[src/rtl/pwm_dt_sched_pkg.sv]
// rtl/pwm_dt_sched_pkg.sv - shared types, default widths and config sanitiser for pwm_dt_sched
package pwm_dt_sched_pkg;

  localparam int PWM_CNT_W      = 16;
  localparam int PWM_DT_W       = 8;
  localparam int PWM_MIN_PERIOD = 2;

  typedef enum logic [1:0] {
    ST_IDLE = 2'd0,
    ST_RUN  = 2'd1,
    ST_SHUT = 2'd2
  } state_t;

  typedef struct packed {
    logic [PWM_CNT_W-1:0] period;
    logic [PWM_CNT_W-1:0] duty;
    logic [PWM_DT_W-1:0]  dead;
  } cfg_t;

  // Duty is clamped against the already-clamped period, so {1,4} becomes {2,2}.
  function automatic cfg_t sanitise(input cfg_t c, input logic [PWM_CNT_W-1:0] min_period);
    cfg_t s;
    s = c;
    if (s.period < min_period) s.period = min_period;
    if (s.duty > s.period) s.duty = s.period;
    return s;
  endfunction

endpackage

[src/rtl/pwm_dt_sched_dead_time_gen.sv]
// rtl/pwm_dt_sched_dead_time_gen.sv - complementary gate pair with dead time inserted on every raw edge
module pwm_dt_sched_dead_time_gen #(
  parameter int DT_W = 8
) (
  input  logic            clk_i,
  input  logic            rst_ni,
  input  logic            force_low_i,
  input  logic            raw_i,
  input  logic [DT_W-1:0] dead_i,
  output logic            hi_o,
  output logic            lo_o
);

  localparam logic [DT_W-1:0] DT_ONE = DT_W'(1);

  logic            prev_q, prev_d;
  logic [DT_W-1:0] cnt_q, cnt_d;
  logic            hi_q, hi_d;
  logic            lo_q, lo_d;

  always_ff @(posedge clk_i) begin
    if (!rst_ni) begin
      prev_q <= 1'b0;
      cnt_q  <= '0;
      hi_q   <= 1'b0;
      lo_q   <= 1'b0;
    end else begin
      prev_q <= prev_d;
      cnt_q  <= cnt_d;
      hi_q   <= hi_d;
      lo_q   <= lo_d;
    end
  end

  // While forced low the counter is held at the dead time, so leaving force
  // still waits out a full dead time before the first side turns on.
  always_comb begin
    prev_d = prev_q;
    cnt_d  = cnt_q;
    hi_d   = hi_q;
    lo_d   = lo_q;
    if (force_low_i) begin
      prev_d = 1'b0;
      cnt_d  = dead_i;
      hi_d   = 1'b0;
      lo_d   = 1'b0;
    end else if (raw_i != prev_q) begin
      prev_d = raw_i;
      cnt_d  = dead_i;
      if (dead_i == '0) begin
        hi_d = raw_i;
        lo_d = !raw_i;
      end else begin
        hi_d = 1'b0;
        lo_d = 1'b0;
      end
    end else if (cnt_q > DT_ONE) begin
      cnt_d = cnt_q - DT_ONE;
    end else begin
      cnt_d = '0;
      hi_d  = raw_i;
      lo_d  = !raw_i;
    end
  end

  assign hi_o = hi_q;
  assign lo_o = lo_q;

endmodule

[src/rtl/pwm_dt_sched.sv]
// rtl/pwm_dt_sched.sv - PWM scheduler with shadowed config, dead-time gate split and shutdown sequencing
module pwm_dt_sched
  import pwm_dt_sched_pkg::*;
#(
  parameter int CNT_W      = PWM_CNT_W,
  parameter int DT_W       = PWM_DT_W,
  parameter int MIN_PERIOD = PWM_MIN_PERIOD
) (
  input  logic             emu_clk,
  input  logic             emu_rst_n,
  input  logic             enable,
  input  logic             cfg_valid,
  output logic             cfg_ready,
  input  logic [CNT_W-1:0] cfg_period,
  input  logic [CNT_W-1:0] cfg_duty,
  input  logic [DT_W-1:0]  cfg_dead,
  output logic             hi_gate,
  output logic             lo_gate,
  output logic             period_start,
  output logic             busy
);

  localparam logic [CNT_W-1:0] CNT_ONE   = CNT_W'(1);
  localparam logic [DT_W-1:0]  DT_ONE    = DT_W'(1);
  localparam cfg_t             RESET_CFG = '{period: PWM_CNT_W'(MIN_PERIOD), duty: '0, dead: '0};

  state_t           state_q, state_d;
  logic [CNT_W-1:0] cnt_q, cnt_d;
  logic [DT_W-1:0]  shut_q, shut_d;
  cfg_t             act_q, act_d;
  cfg_t             pend_q, pend_d;
  logic             pend_full_q, pend_full_d;
  logic             raw_q, raw_d;
  logic             ps_q, ps_d;

  logic             wrap;
  logic             cfg_xfer;
  logic             load_act;
  logic             force_low;

  always_ff @(posedge emu_clk) begin
    if (!emu_rst_n) begin
      state_q     <= ST_IDLE;
      cnt_q       <= '0;
      shut_q      <= '0;
      act_q       <= RESET_CFG;
      pend_q      <= '0;
      pend_full_q <= 1'b0;
      raw_q       <= 1'b0;
      ps_q        <= 1'b0;
    end else begin
      state_q     <= state_d;
      cnt_q       <= cnt_d;
      shut_q      <= shut_d;
      act_q       <= act_d;
      pend_q      <= pend_d;
      pend_full_q <= pend_full_d;
      raw_q       <= raw_d;
      ps_q        <= ps_d;
    end
  end

  assign wrap      = (state_q == ST_RUN) && (cnt_q == (act_q.period - CNT_ONE));
  assign cfg_ready = !pend_full_q;
  assign cfg_xfer  = cfg_valid && cfg_ready;
  assign load_act  = pend_full_q && ((state_q == ST_IDLE) || wrap);

  // A write landing on the wrap edge finds pending empty, so it waits for the next wrap.
  always_comb begin
    act_d       = act_q;
    pend_d      = pend_q;
    pend_full_d = pend_full_q;
    if (load_act) begin
      act_d       = sanitise(pend_q, PWM_CNT_W'(MIN_PERIOD));
      pend_full_d = 1'b0;
    end
    if (cfg_xfer) begin
      pend_d      = '{period: cfg_period, duty: cfg_duty, dead: cfg_dead};
      pend_full_d = 1'b1;
    end
  end

  always_comb begin
    state_d = state_q;
    cnt_d   = cnt_q;
    shut_d  = shut_q;
    unique case (state_q)
      ST_IDLE: begin
        cnt_d = '0;
        if (enable) state_d = ST_RUN;
      end
      ST_RUN: begin
        if (!enable) begin
          cnt_d = '0;
          if (act_q.dead == '0) begin
            state_d = ST_IDLE;
          end else begin
            state_d = ST_SHUT;
            shut_d  = act_q.dead;
          end
        end else if (wrap) begin
          cnt_d = '0;
        end else begin
          cnt_d = cnt_q + CNT_ONE;
        end
      end
      ST_SHUT: begin
        if (shut_q <= DT_ONE) begin
          state_d = ST_IDLE;
          shut_d  = '0;
        end else begin
          shut_d = shut_q - DT_ONE;
        end
      end
      default: state_d = ST_IDLE;
    endcase
  end

  assign raw_d     = (state_q == ST_RUN) && (cnt_q < act_q.duty);
  assign ps_d      = (state_q == ST_RUN) && (cnt_q == '0);
  // Keyed off the next state so both gates drop on the very edge that leaves RUN.
  assign force_low = (state_d != ST_RUN);

  pwm_dt_sched_dead_time_gen #(
    .DT_W(DT_W)
  ) u_dt (
    .clk_i      (emu_clk),
    .rst_ni     (emu_rst_n),
    .force_low_i(force_low),
    .raw_i      (raw_q),
    .dead_i     (act_q.dead),
    .hi_o       (hi_gate),
    .lo_o       (lo_gate)
  );

  assign period_start = ps_q;
  assign busy         = (state_q != ST_IDLE);

endmodule

[config.mk]
export PLATFORM = sky130hd
export DESIGN_NAME = pwm_dt_sched
export DESIGN_NICKNAME = d
export VERILOG_FILES = /design/src/rtl/pwm_dt_sched_pkg.sv /design/src/rtl/pwm_dt_sched_dead_time_gen.sv /design/src/rtl/pwm_dt_sched.sv
export SDC_FILE = /design/constraint.sdc
export NUM_CORES = 1
export LEC_CHECK = 0
export CAP_MARGIN = 10
export CORE_ASPECT_RATIO = 0.75
export CORE_MARGIN = 2
export CORE_UTILIZATION = 65
export CTS_BUF_LIST = sky130_fd_sc_hd__clkbuf_4 sky130_fd_sc_hd__clkbuf_8
export DETAILED_ROUTE_END_ITERATION = 8
export DONT_BUFFER_PORTS = 1
export GPL_TIMING_DRIVEN = 0
export PLACE_DENSITY = 0.89
export SLEW_MARGIN = 25
export SYNTH_ARGS = -nofsm -noshare
export SYNTH_HDL_FRONTEND = slang
export SYNTH_SLANG_ARGS = --single-unit
[constraint.sdc]
create_clock -name emu_clk -period 3.4 [get_ports emu_clk]
set_input_delay 0.68 -clock emu_clk [delete_from_list [all_inputs] [get_ports emu_clk]]
set_output_delay 0.68 -clock emu_clk [all_outputs]
set_load 0.05 [all_outputs]
**Word level (Yosys, flattened, before mapping)**

Index checks and enable logic that the tools add are counted.

- Bits of input ports: 44
- Logic and storage cells: 77
- Flip-flop bits (word level): 120

- Order comparisons: 5
- Bitwise gates (word level): 1
- Equal/unequal tests: 8
- Reduce and logical (&&, ||, !) cells: 17
- Multiplexer cells: 26
- Add/subtract/negate cells: 4

Operator list:

| kind | count |
|---|---|
| 16-bit 2-to-1 mux | 5 |
| 8-bit 2-to-1 mux | 6 |
| 16-bit case mux with 2 select lines | 1 |
| 16-bit by 1-bit adder with 16-bit output (second input constant) | 1 |
| 16-bit equality test | 1 |
| 16-bit greater-than comparator | 1 |
| 16-bit logical NOT | 1 |
| 16-bit < comparator | 1 |
| 16-bit by 2-bit < comparator with 1-bit output (second input constant) | 1 |
| 8-bit case mux with 2 select lines | 1 |
| 16-bit by 1-bit subtractor with 16-bit output (second input constant) | 1 |
| 8-bit by 1-bit subtractor with 8-bit output (second input constant) | 2 |
| 8-bit by 1-bit greater-than comparator with 1-bit output (second input constant) | 1 |
| 8-bit by 1-bit less-or-equal comparator with 1-bit output (second input constant) | 1 |
| 8-bit logical NOT | 1 |
| 1-bit 2-to-1 mux | 8 |
| 2-bit 2-to-1 mux | 4 |
| 2-bit nonzero test | 4 |
| 2-bit case mux with 3 select lines | 1 |
| 1-bit logical AND | 5 |
| 2-bit by 1-bit != test with 1-bit output (second input constant) | 2 |
| 2-bit != test (second input constant) | 2 |
| 3-bit AND reduction | 1 |
| 2-bit by 1-bit equality test with 1-bit output (second input constant) | 1 |
| 7 further kinds | 8 |

**Depth between registers and ports, before layout**

Gate-level depths: netlist (run 1).

- Depth after elaboration: 8
- Depth in mapped cells: 13

**By module**

From an unflattened synthesis (run 1), not the netlist that was laid out.

- Cell total of the unflattened synthesis: 827
- Area, all modules: 6399.9 sq um

By module, submodules not included:

| module | times used | cells each | seq. area each (sq um) | area each (sq um) |
|---|---|---|---|---|
| pwm_dt_sched | 1 | 760 | 2182.1 | 5829.3 |
| pwm_dt_sched_dead_time_gen | 1 | 67 | 220.2 | 570.5 |

**Worst setup path before layout (run 1)**

OpenSTA, ideal clock, no wires.

- Path kind: reg-to-reg
- Start point: register act_q[24] in the netlist's numbering
- End point: register act_q[15] in the netlist's numbering
- Arrival time: 2.783 ns
- Buffers on the path: 2
- Required time: 3.254 ns
- Library setup time: 0.146 ns
- Setup slack: 0.470 ns
- Cell stages (with the launch flop): 13
- Cells stage by stage: dfxtp_1 inv_1 ha_1 or4b_4 nor4_4 xnor2_1 or4_4 nor4_4 a21oi_2 buf_6 nor2_8 buf_12 a211oi_2

- Word-level cells in the longest chain between the ends: 5

Ends and longest elaborated chain:

| item | RTL line | source |
|---|---|---|
| from (decl) | pwm_dt_sched.sv:30 | `cfg_t act_q, act_d;` |
| from (signal assigned) | pwm_dt_sched.sv:55 | `act_q <= act_d;` |
| 16-bit by 1-bit subtractor with 16-bit output | pwm_dt_sched.sv:63 | `assign wrap = (state_q == ST_RUN) && (cnt_q == (act_q.period - CNT_ONE));` |
| 16-bit equality test | pwm_dt_sched.sv:63 |  |
| 1-bit logical AND | pwm_dt_sched.sv:63 |  |
| 1-bit logical OR | pwm_dt_sched.sv:66 | `assign load_act = pend_full_q && ((state_q == ST_IDLE) \|\| wrap);` |
| 1-bit logical AND | pwm_dt_sched.sv:66 |  |

Every way passes these cells.
A chain may end at the register's enable or synchronous reset.

**Worst setup path in the final report (run 1)**

- Start point: register act_q[24] in the netlist's numbering
- End point: register cnt_q[10]

- Word-level cells in the longest chain between the ends: 6

Ends and longest elaborated chain:

| item | RTL line | source |
|---|---|---|
| 16-bit by 1-bit subtractor with 16-bit output | pwm_dt_sched.sv:63 |  |
| 16-bit equality test | pwm_dt_sched.sv:63 |  |
| 1-bit logical AND | pwm_dt_sched.sv:63 |  |
| 16-bit 2-to-1 mux | pwm_dt_sched.sv:101 | `end else if (wrap) begin` |
| 16-bit 2-to-1 mux | pwm_dt_sched.sv:93 | `if (!enable) begin` |
| 16-bit case mux with 2 select lines | pwm_dt_sched.sv:87 | `unique case (state_q)` |
| to (signal assigned) | pwm_dt_sched.sv:53 | `cnt_q <= cnt_d;` |
| to (decl) | pwm_dt_sched.sv:28 | `logic [CNT_W-1:0] cnt_q, cnt_d;` |

Every way passes these cells.

==> results of run 1 <==
==> synthesized netlist by cell type, types with 3 or more instances <==
| cell type | count |
|---|---|
| sky130_fd_sc_hd__buf_2 | 4 |
| sky130_fd_sc_hd__xnor2_1 | 18 |
| sky130_fd_sc_hd__a31oi_1 | 15 |
| sky130_fd_sc_hd__and3_1 | 10 |
| sky130_fd_sc_hd__buf_6 | 5 |
| sky130_fd_sc_hd__nand2b_1 | 10 |
| sky130_fd_sc_hd__dfxtp_1 | 120 |
| sky130_fd_sc_hd__nand3_1 | 37 |
| sky130_fd_sc_hd__nand2_1 | 101 |
| sky130_fd_sc_hd__inv_1 | 50 |
| sky130_fd_sc_hd__and2_1 | 7 |
| sky130_fd_sc_hd__or3_1 | 4 |
| sky130_fd_sc_hd__a21oi_1 | 129 |
| sky130_fd_sc_hd__o22ai_1 | 3 |
| sky130_fd_sc_hd__nor3_1 | 17 |
| sky130_fd_sc_hd__nand4_1 | 9 |
| sky130_fd_sc_hd__nor4_4 | 4 |
| sky130_fd_sc_hd__o211ai_1 | 3 |
| sky130_fd_sc_hd__o21a_1 | 3 |
| sky130_fd_sc_hd__a211oi_2 | 16 |
| sky130_fd_sc_hd__nor2_1 | 54 |
| sky130_fd_sc_hd__a211oi_1 | 6 |
| sky130_fd_sc_hd__clkbuf_1 | 38 |
| sky130_fd_sc_hd__a21o_1 | 9 |
| sky130_fd_sc_hd__nand4b_1 | 4 |
| sky130_fd_sc_hd__o21ai_0 | 51 |
| sky130_fd_sc_hd__ha_1 | 38 |
| sky130_fd_sc_hd__mux2i_1 | 3 |
| sky130_fd_sc_hd__nor2b_1 | 5 |
| sky130_fd_sc_hd__nor4_1 | 11 |
| sky130_fd_sc_hd__xor2_1 | 11 |
| sky130_fd_sc_hd__a22oi_1 | 3 |
==> worst paths after layout <==
kind	startpoint	to	slack [ns]	cells after the start
worst max-delay path	act_q[24]$_SDFFE_PN0P_	cnt_q[10]$_SDFFE_PN0P_	-0.01	13
worst min-delay path	cfg_duty[2]	pend_q[10]$_SDFFE_PN0P_	0.34	2
worst max register to register	act_q[24]$_SDFFE_PN0P_	cnt_q[10]$_SDFFE_PN0P_	-0.01	13
worst min register to register	pend_q[24]$_SDFFE_PN0P_	pend_q[24]$_SDFFE_PN0P_	0.48	2
==> routing by layer <==
layer / vias to the layer above / global-route usage, % / wire, um
li1: 2998 / - / -
met1: 2999 / 47.1 / 7940
met2: 452 / 51.6 / 8110
met3: 79 / 10.1 / 2220
met4: 0 / 13.1 / 604
met5: - / 0 / 0
==> final cells by class <==
class / count / area (um^2)
Fill cell: 755 / 2530
Tap cell: 132 / 165
Clock inverter: 15 / 149
Buffer: 52 / 267
Timing Repair Buffer: 4 / 27.5
Inverter: 51 / 191
Sequential cell: 120 / 2410
Clock buffer: 17 / 234
Multi-Input combinational cell: 612 / 3800
==> placed cells by master, fill, tap and decap left out, types with 9 or more instances in the layout <==
cell type	instances
sky130_fd_sc_hd__and3_1	10
sky130_fd_sc_hd__clkbuf_1	36
sky130_fd_sc_hd__nand2_1	101
sky130_fd_sc_hd__nor4_1	11
sky130_fd_sc_hd__xnor2_1	18
sky130_fd_sc_hd__a21o_1	9
sky130_fd_sc_hd__inv_1	49
sky130_fd_sc_hd__nand2b_1	10
sky130_fd_sc_hd__dfxtp_1	118
sky130_fd_sc_hd__a21oi_1	127
sky130_fd_sc_hd__a211oi_2	15
sky130_fd_sc_hd__nor3_1	17
sky130_fd_sc_hd__xor2_1	11
sky130_fd_sc_hd__nor2_1	54
sky130_fd_sc_hd__ha_1	37
sky130_fd_sc_hd__o21ai_0	51
sky130_fd_sc_hd__a31oi_1	15
sky130_fd_sc_hd__nand4_1	9
sky130_fd_sc_hd__nand3_1	37
sky130_fd_sc_hd__clkbuf_8	17
==> worst reg2reg max path, cell delays in order (launching register included) <==
cell                       delay [ns]
sky130_fd_sc_hd__dfxtp_4         0.36
sky130_fd_sc_hd__inv_1           0.10
sky130_fd_sc_hd__ha_4            0.15
sky130_fd_sc_hd__or4b_4          0.47
sky130_fd_sc_hd__nor4_4          0.31
sky130_fd_sc_hd__xnor2_1         0.15
sky130_fd_sc_hd__or4_4           0.51
sky130_fd_sc_hd__nor4_4          0.40
sky130_fd_sc_hd__buf_4           0.19
sky130_fd_sc_hd__a211oi_4        0.10
sky130_fd_sc_hd__buf_6           0.20
sky130_fd_sc_hd__buf_6           0.14
sky130_fd_sc_hd__a21oi_1         0.14
sky130_fd_sc_hd__a31oi_1         0.06
==> registers in the layout, indices dropped and copies added, names as in the netlist, 2 cells and up <==
| name | cells |
|---|---|
| act_q | 40 |
| state_q | 2 |
| cnt_q | 16 |
| shut_q | 8 |
| pend_q | 40 |
| u_dt.cnt_q | 8 |
==> power groups by stage <==
stage / logic [mW] / clock network [mW] / registers (mW)
2_1_floorplan: 0.877 / 0 / 1.65
3_3_place_gp: 1.03 / 0 / 1.68
3_5_place_dp: 1.09 / 0 / 1.69
4_1_cts: 1.11 / 1.27 / 1.66
5_1_grt: 1.25 / 1.35 / 1.68
6_report: 1.15 / 1.27 / 1.66
==> cell families (layout without fill, tap and decap cells) <==
group / after synthesis / after routing / share of synthesized area [%]
AND/OR/NAND/NOR: 290 / 290 / 22.4
AO/OA/AOI/OAI: 252 / 252 / 22.9
flip-flops: 120 / 120 / 36.3
buffers and inverters: 103 / 139 / 6.84
adder cells (fa/ha/maj): 38 / 38 / 7.18
XOR/XNOR: 29 / 29 / 3.84
multiplexers: 3 / 3 / 0.454
==> timing repair <==
item	CTS	global route
gates resized for setup	0	15
buffers inserted	0	3
setup endpoints to repair	0	56
==> run_results.csv, run 1 <==
group,metric,value,unit
job,max_cap_viols,0,
die,floorplan.initialDensity,67.7,%
global_routing,grt_start_max_net_pins,17,
setup_path,critPathSlowestCell,"sky130_fd_sc_hd__or4_4",
die,core_area,0.00977,mm^2
hold_path,min-delay-path-class,"in2reg",
die,core.rowCount,31,
die,top_level_ports,49,
timing,clock_skew,0.0185,ns
global_routing,first_global_vias,6082,
clock_tree,holdBufCountCts,0,
timing,post-route-worst-setup-slack,-0.0117,ns
pwr,power_switching_share,38.6,%
global_routing,grt_antenna_before_repair,0,
timing,worstMarginPinSlew,0.701,ns
clock_tree,cts.sinks,120,
setup_path,data_arrival_critical_path,3.74,ns
logic_synthesis,postSynthNetCount,917,
logic_synthesis,yosysSeqAreaShare,36.3,%
cells_and_area,finalNonFillerCells,1003,
pwr,p_switching,1.58,mW
clock_tree,tritoncts.num_buffers,17,
timing,final-setup-viol-count,2,
routing,dr.first_iter.drc_count,895,
pwr,power_density,564,mW/mm^2
setup_path,cp_cell_sequence,"inv_1 > ha_4 > or4b_4 > nor4_4 > xnor2_1 > or4_4 > nor4_4 > buf_4 > a211oi_4 > buf_6 > buf_6 > a21oi_1 > a31oi_1",
logic_synthesis,synth_edf_count,0,
logic_synthesis,synthesis.area_per_instance,7.93,um^2
timing,timing.final.crit_share,100,%
place,pre_cts_setup_slack,0.0720,ns
clock_tree,max-clock-path-buffers,2,
die,die_outline_area,0.0110,mm^2
run_status,status,"finished, violations left",
timing,max_slew_margin,52.8,%
place,buffer_ports.inserted,0,
setup_path,timing.critical_path.required,3.73,ns
global_routing,gr-total-overflow,0,
logic_synthesis,area_share_of_the_leading_cell_type_in_the_synthesized_netlist,36.3,%
global_routing,global_route.usage.total,34.6,%
clock_tree,clock_latency,0.47,ns
setup_path,critPathKind,"reg2reg",
place,dpl.cell_count,967,
pwr,comb_power_share,28.1,%
routing,antenna_left,0,
cells_and_area,finish.instance_area,0.00724,mm^2
timing,final_hold_viol_count,0,
pwr,seq_power_share,40.7,%
logic_synthesis,ys_dominant_reg_cell,"sky130_fd_sc_hd__dfxtp_1",
setup_path,worstSetupStartpointType,"flop",
routing,vias_per_cell,6.51,
cells_and_area,layout-drive-gt1-share,9.99,%
die,die-height,91.4,um
logic_synthesis,synth_area_leaders,"sky130_fd_sc_hd__dfxtp_1 (36%), sky130_fd_sc_hd__a21oi_1 (9.8%), sky130_fd_sc_hd__ha_1 (7.2%)",
setup_path,critical-path-max-stage-delay,0.51,ns
logic_synthesis,yosysTopAreaCell,"sky130_fd_sc_hd__dfxtp_1",
timing,timing_max_transition_violations_final,0,
die,die_width,121,um
timing,finalHoldWorstSlack,0.336,ns
cells_and_area,number_of_inserted_diodes,0,
global_routing,grt_pass1_wl,30.1,mm
timing,clock.fmax,293,MHz
pwr,clkPwrFrac,31.2,%
place,detailed_place_hpwl,13.5,mm
run_status,violations_in_the_final_reports,"negative setup slack",
setup_path,crit_path_max_fanout,10,
pwr,power.leakage,2.71,nW
timing,post-route-min-period,3.41,ns
cells_and_area,syn2layout_area_growth,9.45,%
pwr,power.internal,2.51,mW
setup_path,path_delay_family,"simple AND/OR/NAND/NOR gates",
pwr,fin_total_pwr,4.08,mW
logic_synthesis,syn-instance-count,835,
clock_tree,clock_edge_transition_at_the_registers_on_the_reported_setup_and_hold_paths,0.09,ns
setup_path,worst-path-buf-inv,4,
cells_and_area,fin_util,74.1,%
place,place.gp.congestion,0.934,
timing,tns,-0.0220,ns
setup_path,endpoint_kind,"flop",
pwr,vdd.ir_drop.worst,0.378,mV
clock_tree,tritoncts,"yes",
place,post_dp_cell_area,0.00678,mm^2
routing,wire_per_inst,18.8,um
cells_and_area,layout.nets,940,
logic_synthesis,synth.ff_latch_count,120,
routing,vias,6528,
logic_synthesis,syn_area,0.00662,mm^2
routing,wl,18.9,mm
logic_synthesis,ys_async_sr_fraction,0,%
logic_synthesis,yosysWarnings,0,
clock_tree,clock-root-buffer,"sky130_fd_sc_hd__clkbuf_8",
logic_synthesis,netlist-cell-type-count,57,
routing,drt_pre_antenna_iters,5,
clock_tree,cts_max_level,4,
routing,drc,0,
(Power assumes the default switching activity.)
==> run 2, diff against run 1 <==
==> constraint.sdc (replaced) <==
create_clock -name emu_clk -period 3.7 [get_ports emu_clk]
set_input_delay 0.74 -clock emu_clk [delete_from_list [all_inputs] [get_ports emu_clk]]
set_output_delay 0.74 -clock emu_clk [all_outputs]
set_load 0.05 [all_outputs]
==> run 2 against run 1 <==
  * The flow now finishes without violations
  * Clock skew decreased by 0.0060 ns
  * Cell count decreased by 0.40%
  * Sequential power fell by 8%
  * Largest power group unchanged
==> run_results.csv, run 2 (same netlist as run 1, synthesis figures left out) <==
group,metric,value,unit
run_status,status,"finished, final reports clean",
timing,final_hold_viol_count,0,
clock_tree,cts_max_level,4,
routing,wire_per_inst,18.5,um
routing,dr.first_iter.drc_count,803,
place,buffer_ports.inserted,0,
cells_and_area,n_fill_cell,763,
die,core_area,0.00977,mm^2
setup_path,critical_path.reg2reg.startpoint,"act_q[24]$_SDFFE_PN0P_",
global_routing,global_route.usage.total,34.6,%
setup_path,critical-path-max-stage-delay,0.52,ns
pwr,comb_power_share,27.8,%
clock_tree,setup_repair_bufs_after_cts,0,
pwr,seq_power_share,40.9,%
setup_path,timing.reg2reg.worst_path_depth,11,
timing,clock.fmax,291,MHz
timing,max_slew_margin,52.5,%
timing,post-route-min-period,3.44,ns
timing,final-setup-viol-count,0,
clock_tree,cts.sinks,120,
clock_tree,clock_edge_transition_at_the_registers_on_the_reported_setup_and_hold_paths,0.09,ns
clock_tree,clock_latency,0.46,ns
die,die-height,91.4,um
setup_path,path_common_cell,"sky130_fd_sc_hd__nor4_4",
global_routing,grt_start_max_net_pins,17,
routing,drc,0,
die,top_level_ports,49,
timing,timing_max_transition_violations_final,0,
setup_path,critPathLaunch,"act_q[24]$_SDFFE_PN0P_",
place,dpl.cell_count,967,
die,core.rowCount,31,
cells_and_area,finalNonFillerCells,999,
setup_path,r2r_setup_slack,0.26,ns
pwr,power_switching_share,38.5,%
setup_path,timing.critical_path.required,4.09,ns
setup_path,r2r-end,"act_q[5]$_SDFFE_PN0P_",
setup_path,critPathSlowestCell,"sky130_fd_sc_hd__or4b_4",
pwr,vdd.ir_drop.worst,0.347,mV
global_routing,gr-total-overflow,0,
die,die_width,121,um
clock_tree,tritoncts.num_buffers,17,
global_routing,grt_pass1_wl,30.1,mm
setup_path,data_arrival_critical_path,3.83,ns
setup_path,critPathKind,"reg2reg",
cells_and_area,number_of_inserted_diodes,0,
clock_tree,cts-resized-gates,0,
global_routing,grt_antenna_before_repair,0,
timing,timing.final.crit_share,93.0,%
timing,tns,0,ns
place,place.gp.congestion,0.934,
pwr,power.leakage,2.68,nW
setup_path,cp_cell_sequence,"inv_1 > ha_1 > or4b_4 > nor4_4 > xnor2_1 > or4_4 > nor4_4 > a21o_1 > buf_2 > nand3_1 > a21oi_1",
setup_path,endpoint_kind,"flop",
job,max_cap_viols,0,
cells_and_area,mostFrequentLayoutCell,"sky130_fd_sc_hd__a21oi_1",
die,floorplan.initialDensity,67.7,%
clock_tree,holdBufCountCts,0,
routing,vias_per_cell,6.52,
global_routing,first_global_vias,6082,
pwr,clkPwrFrac,31.3,%
cells_and_area,largest_registers_ranked_by_flip_flop_count,"act_q: 40 flops, pend_q: 40 flops, cnt_q: 16 flops",
cells_and_area,syn2layout_area_growth,8.47,%
cells_and_area,layout.nets,936,
routing,drt_pre_antenna_iters,5,
pwr,power_density,520,mW/mm^2
clock_tree,clock-root-buffer,"sky130_fd_sc_hd__clkbuf_8",
pwr,fin_total_pwr,3.73,mW
routing,wl,18.4,mm
place,detailed_place_hpwl,13.5,mm
cells_and_area,fin_util,73.5,%
timing,worstMarginPinSlew,0.712,ns
timing,clock_skew,0.0125,ns
setup_path,crit_path_max_fanout,10,
clock_tree,max-clock-path-buffers,2,
cells_and_area,final_cell_mix,"sky130_fd_sc_hd__a21oi_1 (129), sky130_fd_sc_hd__dfxtp_1 (120), sky130_fd_sc_hd__nand2_1 (101)",
die,die_outline_area,0.0110,mm^2
routing,antenna_left,0,
pwr,p_switching,1.44,mW
clock_tree,tritoncts,"yes",
timing,rsz_0062_raised_after_global_routing,"false",
cells_and_area,layout-drive-gt1-share,8.65,%
pwr,power.internal,2.30,mW
hold_path,min-delay-path-class,"in2reg",
setup_path,crit_end,"act_q[5]$_SDFFE_PN0P_",
setup_path,worstSetupStartpointType,"flop",
routing,vias,6512,
==> run 2: worst min-delay path by stage <==
stage	start	endpoint	slack (ns)	depth (start not counted)
global placement	pend_q[24]$_SDFFE_PN0P_	pend_q[24]$_SDFFE_PN0P_	0.45	2
finish	cfg_duty[2]	pend_q[10]$_SDFFE_PN0P_	0.40	2
detailed placement	pend_q[7]$_SDFFE_PN0P_	pend_q[7]$_SDFFE_PN0P_	0.46	2
CTS	cfg_duty[2]	pend_q[10]$_SDFFE_PN0P_	0.39	2
global route	cfg_period[7]	pend_q[31]$_SDFFE_PN0P_	0.40	2
floorplan	pend_q[24]$_SDFFE_PN0P_	pend_q[24]$_SDFFE_PN0P_	0.43	2
==> run 2: per-stage QoR <==
step / cell area (um^2) / setup slack (ns) / hold WS [ns]
after global routing: 7180 / 0.174 / 0.399
after detailed placement: 6780 / 0.372 / 0.463
after CTS: 7170 / 0.321 / 0.390
after floorplan: 6620 / 0.770 / 0.432
after global placement: 6780 / 0.446 / 0.448
final: 7180 / 0.258 / 0.404
==> run 2: area by class of cell <==
cell class / instances / area (um^2) / area share (%)
plain buffers: 52 / 262 / 3.64
well taps: 132 / 165 / 2.30
clock inverters: 15 / 149 / 2.07
multi-input cells: 612 / 3780 / 52.6
inverters: 51 / 191 / 2.67
clock buffers: 17 / 234 / 3.26
flip-flops and latches: 120 / 2400 / 33.5
==> run 2: critical path: cells and delay by family, from the launching register on <==
family | cells | cell delay (ns)
buffers and inverters | 2 | 0.35
flip-flops | 1 | 0.41
AO/OA/AOI/OAI | 2 | 0.46
AND/OR/NAND/NOR | 5 | 1.71
XOR/XNOR | 1 | 0.13
adder cells (fa/ha/maj) | 1 | 0.32
==> run 2: metal layers <==
layer | share of wire (%) | wire length [um] | vias to the layer above | global-route usage (%)
li1 | - | - | 2995 | -
met1 | 43 | 7890 | 3006 | 47.1
met2 | 43 | 7890 | 440 | 51.6
met3 | 11 | 2090 | 71 | 10.1
met4 | 3.1 | 570 | 0 | 13.1
met5 | 0 | 0 | - | 0
==> run 2: power by group through the flow <==
stage                     Combinational (mW)  Clock, mW  Sequential (mW)
after floorplan                        0.806          0             1.52
after global placement                 0.944          0             1.54
after detailed placement               0.999          0             1.55
after CTS                               1.02       1.16             1.52
after global routing                    1.14       1.24             1.54
final                                   1.04       1.17             1.53
==> run 3, diff against run 2 <==
--- a/config.mk
+++ b/config.mk
@@ -5,6 +5,7 @@
 export SDC_FILE = /design/constraint.sdc
 export NUM_CORES = 1
 export LEC_CHECK = 0
+export ABC_AREA = 1
 export CAP_MARGIN = 10
 export CORE_ASPECT_RATIO = 0.75
 export CORE_MARGIN = 2
@@ -13,8 +14,9 @@
 export DETAILED_ROUTE_END_ITERATION = 8
 export DONT_BUFFER_PORTS = 1
 export GPL_TIMING_DRIVEN = 0
-export PLACE_DENSITY = 0.89
+export PLACE_DENSITY = 0.81
 export SLEW_MARGIN = 25
 export SYNTH_ARGS = -nofsm -noshare
 export SYNTH_HDL_FRONTEND = slang
 export SYNTH_SLANG_ARGS = --single-unit
+export TNS_END_PERCENT = 1
==> run 3 against run 2 <==
  * Wire length decreased by 2.0%
  * Power decreased by 1.8%
  * Fmax increased by 8.5%
  * Critical path depth increased by 8
  * Final area increased by 5.6%
  * Critical endpoint is now act_q[21]$_SDFFE_PN0P_
  * Global-route usage decreased by 1.8 points
  * Worst setup slack improved by 0.27 ns
  * Register-to-register slack improved by 0.27 ns
  * Flip-flop and latch count unchanged
  * Highest routed layer unchanged
  * Via count increased by 7.7%
==> run_results.csv, run 3 <==
group,metric,value,unit
routing,wl,18.1,mm
cells_and_area,n_fill_cell,895,
setup_path,worstSetupStartpointType,"flop",
timing,post-route-worst-setup-slack,0.528,ns
setup_path,critPathKind,"reg2reg",
routing,vias_per_cell,5.75,
cells_and_area,final_cell_mix,"sky130_fd_sc_hd__nand2_1 (221), sky130_fd_sc_hd__nor2_1 (182), sky130_fd_sc_hd__dfxtp_1 (120)",
clock_tree,holdBufCountCts,0,
logic_synthesis,postSynthNetCount,1135,
global_routing,grt_pass1_wl,29.7,mm
die,top_level_ports,49,
logic_synthesis,netlist-cell-type-count,38,
routing,dr.first_iter.drc_count,703,
global_routing,gr-usage-met1,47.2,%
die,die_width,124,um
global_routing,global_route.usage.met2,49.8,%
place,pre_cts_setup_slack,0.707,ns
place,place.gp.congestion,0.949,
clock_tree,cts_max_level,4,
setup_path,crit_path_max_fanout,10,
logic_synthesis,syn_area,0.00703,mm^2
cells_and_area,largest_registers_ranked_by_flip_flop_count,"act_q: 40 flops, pend_q: 40 flops, cnt_q: 16 flops",
cells_and_area,final-seq-area,0.00240,mm^2
setup_path,critPathLaunch,"pend_q[35]$_SDFFE_PN0P_",
logic_synthesis,synth_area_leaders,"sky130_fd_sc_hd__dfxtp_1 (34%), sky130_fd_sc_hd__nand2_1 (12%), sky130_fd_sc_hd__nor2_1 (9.7%)",
hold_path,min-delay-path-class,"in2reg",
clock_tree,clock_edge_transition_at_the_registers_on_the_reported_setup_and_hold_paths,0.08,ns
setup_path,crit_end,"act_q[21]$_SDFFE_PN0P_",
setup_path,timing.reg2reg.worst_path_depth,19,
clock_tree,tritoncts.num_buffers,17,
timing,tns,0,ns
logic_synthesis,yosysWarnings,0,
clock_tree,clock_latency,0.45,ns
logic_synthesis,synth.ff_latch_count,120,
routing,antenna_left,0,
pwr,fin_total_pwr,3.67,mW
timing,rsz_0062_raised_after_global_routing,"false",
logic_synthesis,ys_async_sr_fraction,0,%
die,core_area,0.0104,mm^2
logic_synthesis,yosysTopAreaCell,"sky130_fd_sc_hd__dfxtp_1",
timing,post-route-min-period,3.17,ns
logic_synthesis,synth_edf_count,0,
logic_synthesis,ys_dominant_reg_cell,"sky130_fd_sc_hd__dfxtp_1",
cells_and_area,syn2layout_area_growth,7.83,%
routing,drc,0,
setup_path,r2r_setup_slack,0.53,ns
place,detailed_place_hpwl,13.8,mm
cells_and_area,layout-drive-gt1-share,6.73,%
clock_tree,max-clock-path-buffers,2,
cells_and_area,mostFrequentLayoutCell,"sky130_fd_sc_hd__nand2_1",
global_routing,first_global_vias,6202,
clock_tree,setup_repair_bufs_after_cts,0,
cells_and_area,multi_input_comb_area,0.00401,mm^2
routing,drt_pre_antenna_iters,7,
logic_synthesis,area_share_of_the_leading_cell_type_in_the_synthesized_netlist,34.2,%
timing,timing_max_transition_violations_final,0,
setup_path,timing.critical_path.required,4.09,ns
cells_and_area,number_of_inserted_diodes,0,
clock_tree,cts-resized-gates,0,
logic_synthesis,synthTopCellsByCount,"sky130_fd_sc_hd__nand2_1 (221), sky130_fd_sc_hd__nor2_1 (182), sky130_fd_sc_hd__dfxtp_1 (120)",
die,die_outline_area,0.0117,mm^2
job,max_cap_viols,0,
routing,wire_per_inst,14.8,um
timing,clock.fmax,315,MHz
global_routing,use_met3,7.22,%
global_routing,gr-total-overflow,0,
global_routing,global_route.usage.total,32.8,%
die,floorplan.initialDensity,67.5,%
setup_path,endpoint_kind,"flop",
timing,max_slew_margin,48.4,%
timing,timing.final.crit_share,85.7,%
timing,finalHoldWorstSlack,0.450,ns
logic_synthesis,yosys.cell_count.top_type,"sky130_fd_sc_hd__nand2_1",
die,core.rowCount,32,
pwr,vdd.ir_drop.worst,0.333,mV
logic_synthesis,yosysSeqAreaShare,34.2,%
pwr,power_density,484,mW/mm^2
timing,worstMarginPinSlew,0.770,ns
pwr,power.leakage,3.37,nW
timing,final-setup-viol-count,0,
timing,clock_skew,0.0100,ns
logic_synthesis,synthesis.area_per_instance,6.68,um^2
setup_path,r2r-end,"act_q[21]$_SDFFE_PN0P_",
global_routing,grt_antenna_before_repair,0,
timing,final_hold_viol_count,0,
run_status,status,"finished, final reports clean",
setup_path,data_arrival_critical_path,3.56,ns
clock_tree,tritoncts,"yes",
global_routing,gr-max-usage-layer,"met2",
place,buffer_ports.inserted,0,
cells_and_area,layout.nets,1154,
logic_synthesis,syn-instance-count,1053,
clock_tree,clock-root-buffer,"sky130_fd_sc_hd__clkbuf_8",
setup_path,critical_path.reg2reg.startpoint,"pend_q[35]$_SDFFE_PN0P_",
global_routing,grt_start_max_net_pins,17,
routing,vias,7012,
die,die-height,94.1,um
clock_tree,cts.sinks,120,
## run 3: worst max-delay path: stages (launching register included)
cell and delay [ns]:
sky130_fd_sc_hd__dfxtp_1 0.38, sky130_fd_sc_hd__nor4_1 0.35, sky130_fd_sc_hd__nand4_1 0.15, sky130_fd_sc_hd__nand2_1 0.17, sky130_fd_sc_hd__inv_1 0.06, sky130_fd_sc_hd__ha_1 0.26
sky130_fd_sc_hd__inv_1 0.05, sky130_fd_sc_hd__nor2_1 0.09, sky130_fd_sc_hd__nor2_1 0.05, sky130_fd_sc_hd__o21ai_0 0.13, sky130_fd_sc_hd__nand2_1 0.08, sky130_fd_sc_hd__nand3_1 0.08
sky130_fd_sc_hd__nand2_1 0.06, sky130_fd_sc_hd__nand2_1 0.24, sky130_fd_sc_hd__clkbuf_1 0.44, sky130_fd_sc_hd__nand3_1 0.14, sky130_fd_sc_hd__nand2_1 0.10, sky130_fd_sc_hd__nand3b_1 0.11
sky130_fd_sc_hd__nand2_1 0.06, sky130_fd_sc_hd__nor2_1 0.09
## run 3: how the worst min path moves through the flow
stage                             from  slack (ns)                       to  cells past startpoint
6_report                   cfg_dead[7]        0.45   pend_q[7]$_SDFFE_PN0P_                      2
5_1_grt                   cfg_duty[11]        0.46  pend_q[19]$_SDFFE_PN0P_                      2
4_1_cts                    cfg_dead[7]        0.45   pend_q[7]$_SDFFE_PN0P_                      2
3_5_place_dp    pend_q[1]$_SDFFE_PN0P_        0.46   pend_q[1]$_SDFFE_PN0P_                      2
3_3_place_gp    pend_q[1]$_SDFFE_PN0P_        0.46   pend_q[1]$_SDFFE_PN0P_                      2
2_1_floorplan  pend_q[25]$_SDFFE_PN0P_        0.44  pend_q[25]$_SDFFE_PN0P_                      2
## run 3: per-layer routing
metal | share of wire, % | wire (um)
met1 | 46 | 8400
met2 | 42 | 7600
met3 | 9.9 | 1790
met4 | 1.5 | 280
met5 | 0 | 0
## run 3: cells by family (layout without fill, tap and decap cells)
logic type,after synthesis,after routing,share of synthesized area [%]
xor gates and xnor gates,24,24,2.99
AOI/OAI and AO/OA,150,150,11.7
adders and majority gates,38,38,6.76
and+or+nand+nor,565,565,35.6
DFF,120,120,34.2
buffers and inverters,156,187,8.78
## run 3: per-stage QoR
step | std cells | utilization [%] | area [um^2]
after global placement | 1189 | 69.2 | 7200
after global routing | 1220 | 72.8 | 7580
after floorplan | 1053 | - | 7030
after detailed placement | 1189 | 69.2 | 7200
after CTS | 1220 | 72.8 | 7580
final | 1220 | 72.8 | 7580
## run 3: cell type report
cell class                      instances  area share (%)
Inverter                              114            5.65
Sequential cell                       120            31.7
Clock inverter                         12            1.57
Clock buffer                           19            3.45
Tap cell                              136            2.24
Multi-Input combinational cell        777            52.9
Buffer                                 42            2.49
## run 3: power by group
group	switching [mW]	internal, mW	leakage (nW)
combinational	0.628	0.353	2.21
sequential	0.117	1.41	0.985
clock	0.587	0.570	0.174
total	1.33	2.33	3.37
==> edit 1 (flow settings as in run 3) <==
Register the inputs `cfg_valid`, `cfg_period`, `cfg_duty` and `cfg_dead` before use, cleared by the reset. The logic sees them one clock later. The other inputs are not delayed to match.
--- a/src/rtl/pwm_dt_sched.sv
+++ b/src/rtl/pwm_dt_sched.sv
@@ -23,6 +23,25 @@
   localparam logic [CNT_W-1:0] CNT_ONE   = CNT_W'(1);
   localparam logic [DT_W-1:0]  DT_ONE    = DT_W'(1);
   localparam cfg_t             RESET_CFG = '{period: PWM_CNT_W'(MIN_PERIOD), duty: '0, dead: '0};
+
+  logic cfg_valid_q;
+  logic [CNT_W-1:0] cfg_period_q;
+  logic [CNT_W-1:0] cfg_duty_q;
+  logic [DT_W-1:0] cfg_dead_q;
+
+  always_ff @(posedge emu_clk) begin
+    if (!emu_rst_n) begin
+      cfg_valid_q  <= '0;
+      cfg_period_q <= '0;
+      cfg_duty_q   <= '0;
+      cfg_dead_q   <= '0;
+    end else begin
+      cfg_valid_q  <= cfg_valid;
+      cfg_period_q <= cfg_period;
+      cfg_duty_q   <= cfg_duty;
+      cfg_dead_q   <= cfg_dead;
+    end
+  end
 
   state_t           state_q, state_d;
   logic [CNT_W-1:0] cnt_q, cnt_d;
@@ -62,7 +81,7 @@
 
   assign wrap      = (state_q == ST_RUN) && (cnt_q == (act_q.period - CNT_ONE));
   assign cfg_ready = !pend_full_q;
-  assign cfg_xfer  = cfg_valid && cfg_ready;
+  assign cfg_xfer  = cfg_valid_q && cfg_ready;
   assign load_act  = pend_full_q && ((state_q == ST_IDLE) || wrap);
 
   // A write landing on the wrap edge finds pending empty, so it waits for the next wrap.
@@ -75,7 +94,7 @@
       pend_full_d = 1'b0;
     end
     if (cfg_xfer) begin
-      pend_d      = '{period: cfg_period, duty: cfg_duty, dead: cfg_dead};
+      pend_d      = '{period: cfg_period_q, duty: cfg_duty_q, dead: cfg_dead_q};
       pend_full_d = 1'b1;
     end
   end
Behaviour: not the same (Yosys sat finds a counterexample within 4 cycles, from zero or initial values and one cycle with emu_rst_n low).
==> edit 1 against run 3 <==
Wire length grew 5.4%; fmax grew 0.87%; total power grew 19%; worst setup slack gained 27 ps; synthesized area grew 13%; critical path depth grew 1; cell area grew 13%; clock power grew 18%; sequential cell count grew 41; die area grew 12%; largest cell class unchanged.
==> edit 1: results (changes against run 3) <==
| Metric | Value |
|---|---|
| Status | `finished, final reports clean (unchanged)` |
| Hold Path Sink | `cfg_dead_q[5]$_SDFF_PN0_ (was pend_q[7]$_SDFFE_PN0P_)` |
| Met3 wire len | `1.53 mm (was 1.79 mm)` |
| Part of the cycle the worst path needs | `85.0% (was 85.7%)` |
| Layout cell share with drive strength beyond 1 | `5.47% (was 6.73%)` |
| Final hold slack | `372 ps (was 450 ps)` |
| Clock network power share | `31.4% (was 31.6%)` |
| Clock Skew | `11.2 ps (was 10.0 ps)` |
| Worst slack at placement | `818 ps (was 707 ps)` |
| Distinct cells, synth | `40 (was 38)` |
| Final min period | `3140 ps (was 3170 ps)` |
| Vias in the first global route | `6720 (was 6202)` |
| R2R Path Start | `pend_q[33]$_SDFFE_PN0P_ (was pend_q[35]$_SDFFE_PN0P_)` |
| Top Registers | `act_q (40), pend_q (40) (was act_q (40), pend_q (40), cnt_q (16))` |
| Peak supply drop | `460 uV (was 333 uV)` |
| Area post-placement | `0.00814 mm2 (was 0.00720 mm2)` |
| Metal-1 WL | `9.08 mm (was 8.40 mm)` |
| Psw | `0.00146 W (was 0.00133 W)` |
| GP Congestion | `0.927 (was 0.949)` |
| Reg2reg path depth | `20 (was 19)` |
| GRT met2 Usage | `47.9% (was 49.8%)` |
| GRT met3 Usage | `6.63% (was 7.22%)` |
| Ranking of synthesized cells by area | `dfxtp_1, nand2_1, nor2_1 (unchanged)` |
| Synth top cells by count | `nand2_1, dfxtp_1, nor2_1, inv_1, a21oi_1 (was nand2_1, nor2_1, dfxtp_1, inv_1, a21oi_1)` |
| Sequential area share after synthesis | `40.6% (was 34.2%)` |
| Final Non-Filler Cells | `1314 (was 1220)` |
| Actual slew at the worst max-slew pin | `835 ps (was 770 ps)` |
| CP Launch Point | `pend_q[33]$_SDFFE_PN0P_ (was pend_q[35]$_SDFFE_PN0P_)` |
| Critical path arrival | `3540 ps (was 3560 ps)` |
| Comb power | `0.000981 W (was 0.000980 W)` |
## edit 1: cell count changes in the layout (fill, tap and decap cells not counted), sizes merged, moves of 15 or more
cell / before / now
o21ai: 62 / 78
a21oi: 65 / 98
inv: 117 / 151
dfxtp: 120 / 161
nand3: 62 / 47
nor2: 207 / 157
## edit 1: cells by family (layout without fill, tap and decap cells)
kind of cell / after synthesis / after routing / synth area share [%]
buffers and inverters: 193 / 225 / 9.95
AOI/OAI and AO/OA: 193 / 193 / 12.9
adders and majority gates: 38 / 38 / 5.99
xor gates and xnor gates: 25 / 25 / 2.76
and+or+nand+nor: 510 / 510 / 27.7
DFF: 161 / 161 / 40.6
## edit 1: final cells by class
| type | count | area share (%) |
|---|---|---|
| multi-input combinational | 766 | 45.8 |
| inverter | 145 | 6.36 |
| tap | 162 | 2.37 |
| clock inverter | 12 | 1.71 |
| sequential | 161 | 37.7 |
| clock buffer | 20 | 3.22 |
| buffer | 48 | 2.87 |
==> edit 2 (config.mk and constraints of run 3) <==
Without the edit above. Set the package constant `PWM_DT_W` to 10 (it was 8).
--- a/src/rtl/pwm_dt_sched_pkg.sv
+++ b/src/rtl/pwm_dt_sched_pkg.sv
@@ -2,7 +2,7 @@
 package pwm_dt_sched_pkg;
 
   localparam int PWM_CNT_W      = 16;
-  localparam int PWM_DT_W       = 8;
+  localparam int PWM_DT_W       = 10;
   localparam int PWM_MIN_PERIOD = 2;
 
   typedef enum logic [1:0] {
Interface: changed (resized cfg_dead); port bits go from 49 to 51. The function was not compared with the original's and may differ.
==> edit 2 against run 3 <==
Sequential cell count is 8 higher; synthesized area is 5.3% higher; critical endpoint is now act_q[17]$_SDFFE_PN0P_; critical path depth is the same; largest cell class unchanged; cell area is 5.0% higher; largest power group unchanged; count of clock-buffer cells in the layout unchanged; worst setup slack gained 160 ps; via count is 2.2% higher; first-iteration DRC count shrank 10%; total power increased by 5.4%; wire length grew 3.2%.
==> edit 2: results (changes against run 3) <==
| Metric | Value |
|---|---|
| Drt pass-1 iters | `6 (was 7)` |
| Lkg Pwr | `3.58 nW (was 3.37 nW)` |
| GRT Util Overall | `32.3% (was 32.8%)` |
| First-pass GRT wire length | `31.1 mm (was 29.7 mm)` |
| Status | `finished, final reports clean (unchanged)` |
| Reg2reg path depth | `19 (unchanged)` |
| Clock Skew | `19.3 ps (was 10.0 ps)` |
| Peak supply drop | `299 uV (was 333 uV)` |
| Hpwl dp | `14.3 mm (was 13.8 mm)` |
| DRT iter0 DRCs | `632 (was 703)` |
| GP Congestion | `0.986 (was 0.949)` |
| Primary flip-flop cell chosen by synthesis mapping | `dfxtp_1 (unchanged)` |
| Syn Area/Cell | `6.64 um2 (was 6.68 um2)` |
| Distinct cells, synth | `43 (was 38)` |
| Hold Path Cell Cnt | `2 (unchanged)` |
| Number of diodes | `0 (unchanged)` |
| Hold_sp | `cfg_duty[3] (was cfg_dead[7])` |
| Crit-path max FO | `10 (unchanged)` |
| Worst slack at placement | `751 ps (was 707 ps)` |
| # Post-CTS Setup Buffers | `0 (unchanged)` |
| Synth top cells by count | `nand2_1, nor2_1, dfxtp_1, inv_1, nand3_1 (was nand2_1, nor2_1, dfxtp_1, inv_1, a21oi_1)` |
| Root Buffer | `clkbuf_8 (unchanged)` |
| FILL cells | `950 (was 895)` |
| R2R Path Start | `pend_q[34]$_SDFFE_PN0P_ (was pend_q[35]$_SDFFE_PN0P_)` |
| Vias/cell | `5.57 (was 5.75)` |
| Fin nets | `1218 (was 1154)` |
| Routed WL | `18.6 mm (was 18.1 mm)` |
| GRT Residual Overflow | `0 (unchanged)` |
| Actual slew at the worst max-slew pin | `686 ps (was 770 ps)` |
| Psw | `0.00141 W (was 0.00133 W)` |
| Largest net degree at the start of global routing | `17 (unchanged)` |
| Antenna violations before repair | `0 (unchanged)` |
| Top Registers | `act_q (42), pend_q (42), cnt_q (16) (was act_q (40), pend_q (40), cnt_q (16))` |
| Ys async rst share | `0% (unchanged)` |
| Crit Path Category | `reg2reg (unchanged)` |
| PortBufs | `0 (unchanged)` |
| Setup crit end | `act_q[17]$_SDFFE_PN0P_ (was act_q[21]$_SDFFE_PN0P_)` |
| Clock buffer depth | `2 (unchanged)` |
| Vias in the first global route | `6441 (was 6202)` |
| Layout cell share with drive strength beyond 1 | `6.02% (was 6.73%)` |
| Clk_lat worst skew | `450 ps (about the same)` |
| Ranking of synthesized cells by area | `dfxtp_1, nand2_1, nor2_1 (unchanged)` |
| Critical path arrival | `3390 ps (was 3560 ps)` |
| Sequential area share after synthesis | `34.6% (was 34.2%)` |
| Yosys warns | `0 (unchanged)` |
| Hold Path Sink | `pend_q[13]$_SDFFE_PN0P_ (was pend_q[7]$_SDFFE_PN0P_)` |
| Via Count | `7164 (was 7012)` |
| DP Cell Count | `1255 (was 1189)` |
| Area post-placement | `0.00758 mm2 (was 0.00720 mm2)` |
| Final hold slack | `454 ps (was 450 ps)` |
| Final WS setup | `691 ps (was 528 ps)` |
[edit 2: power groups by stage]
stage / clock network, W / logic [W] / registers, W
finish: 0.00117 / 0.00105 / 0.00165
global route: 0.00125 / 0.00121 / 0.00166
CTS: 0.00118 / 0.00104 / 0.00165
detailed placement: 0 / 0.00103 / 0.00168
global placement: 0 / 0.00101 / 0.00167
floorplan: 0 / 0.000840 / 0.00164
[edit 2: cells by family (layout without fill, tap and decap cells)]
group | count (synthesis) | after routing | synth area share, %
AO/OA/AOI/OAI | 154 | 154 | 11.1
flip-flops | 128 | 128 | 34.6
adder cells (fa/ha/maj) | 38 | 38 | 6.42
AND/OR/NAND/NOR | 595 | 595 | 34.9
XOR/XNOR | 33 | 33 | 3.90
buffers and inverters | 167 | 199 | 9.04
[edit 2: area by class of cell]
cell class	instances	area, um2	share of cell area (%)
inverter	118	443	5.57
clock buffer	19	249	3.13
buffer	49	226	2.85
sequential	128	2560	32.2
clock inverter	13	129	1.62
multi-input combinational	820	4170	52.4
tap	140	175	2.20
[edit 2: worst max-delay path, cell delays in order (launching register included)]
cell,delay (ps)
dfxtp_1,330
nor4_1,420
nand3_1,160
nand2_1,160
inv_1,60
ha_1,290
a21oi_1,160
o21ai_0,90
nand2_1,60
nand3_1,60
nand2_1,60
nand2_1,150
nand2_1,240
buf_2,270
nand2_1,80
nand2_1,90
inv_1,50
nand3_1,70
nand2_1,50
nor2_1,80
[edit 2: routing by layer]
metal  routed length (um)  vias up  part of all wire [%]  track usage, %
met5                    0        -                     0               0
met4                  382        0                   2.0            10.6
met3                 1770       35                   9.5            9.09
met2                 7740      266                    42            48.6
met1                 8750     3243                    47            45.1
li1                     -     3620                     -               -
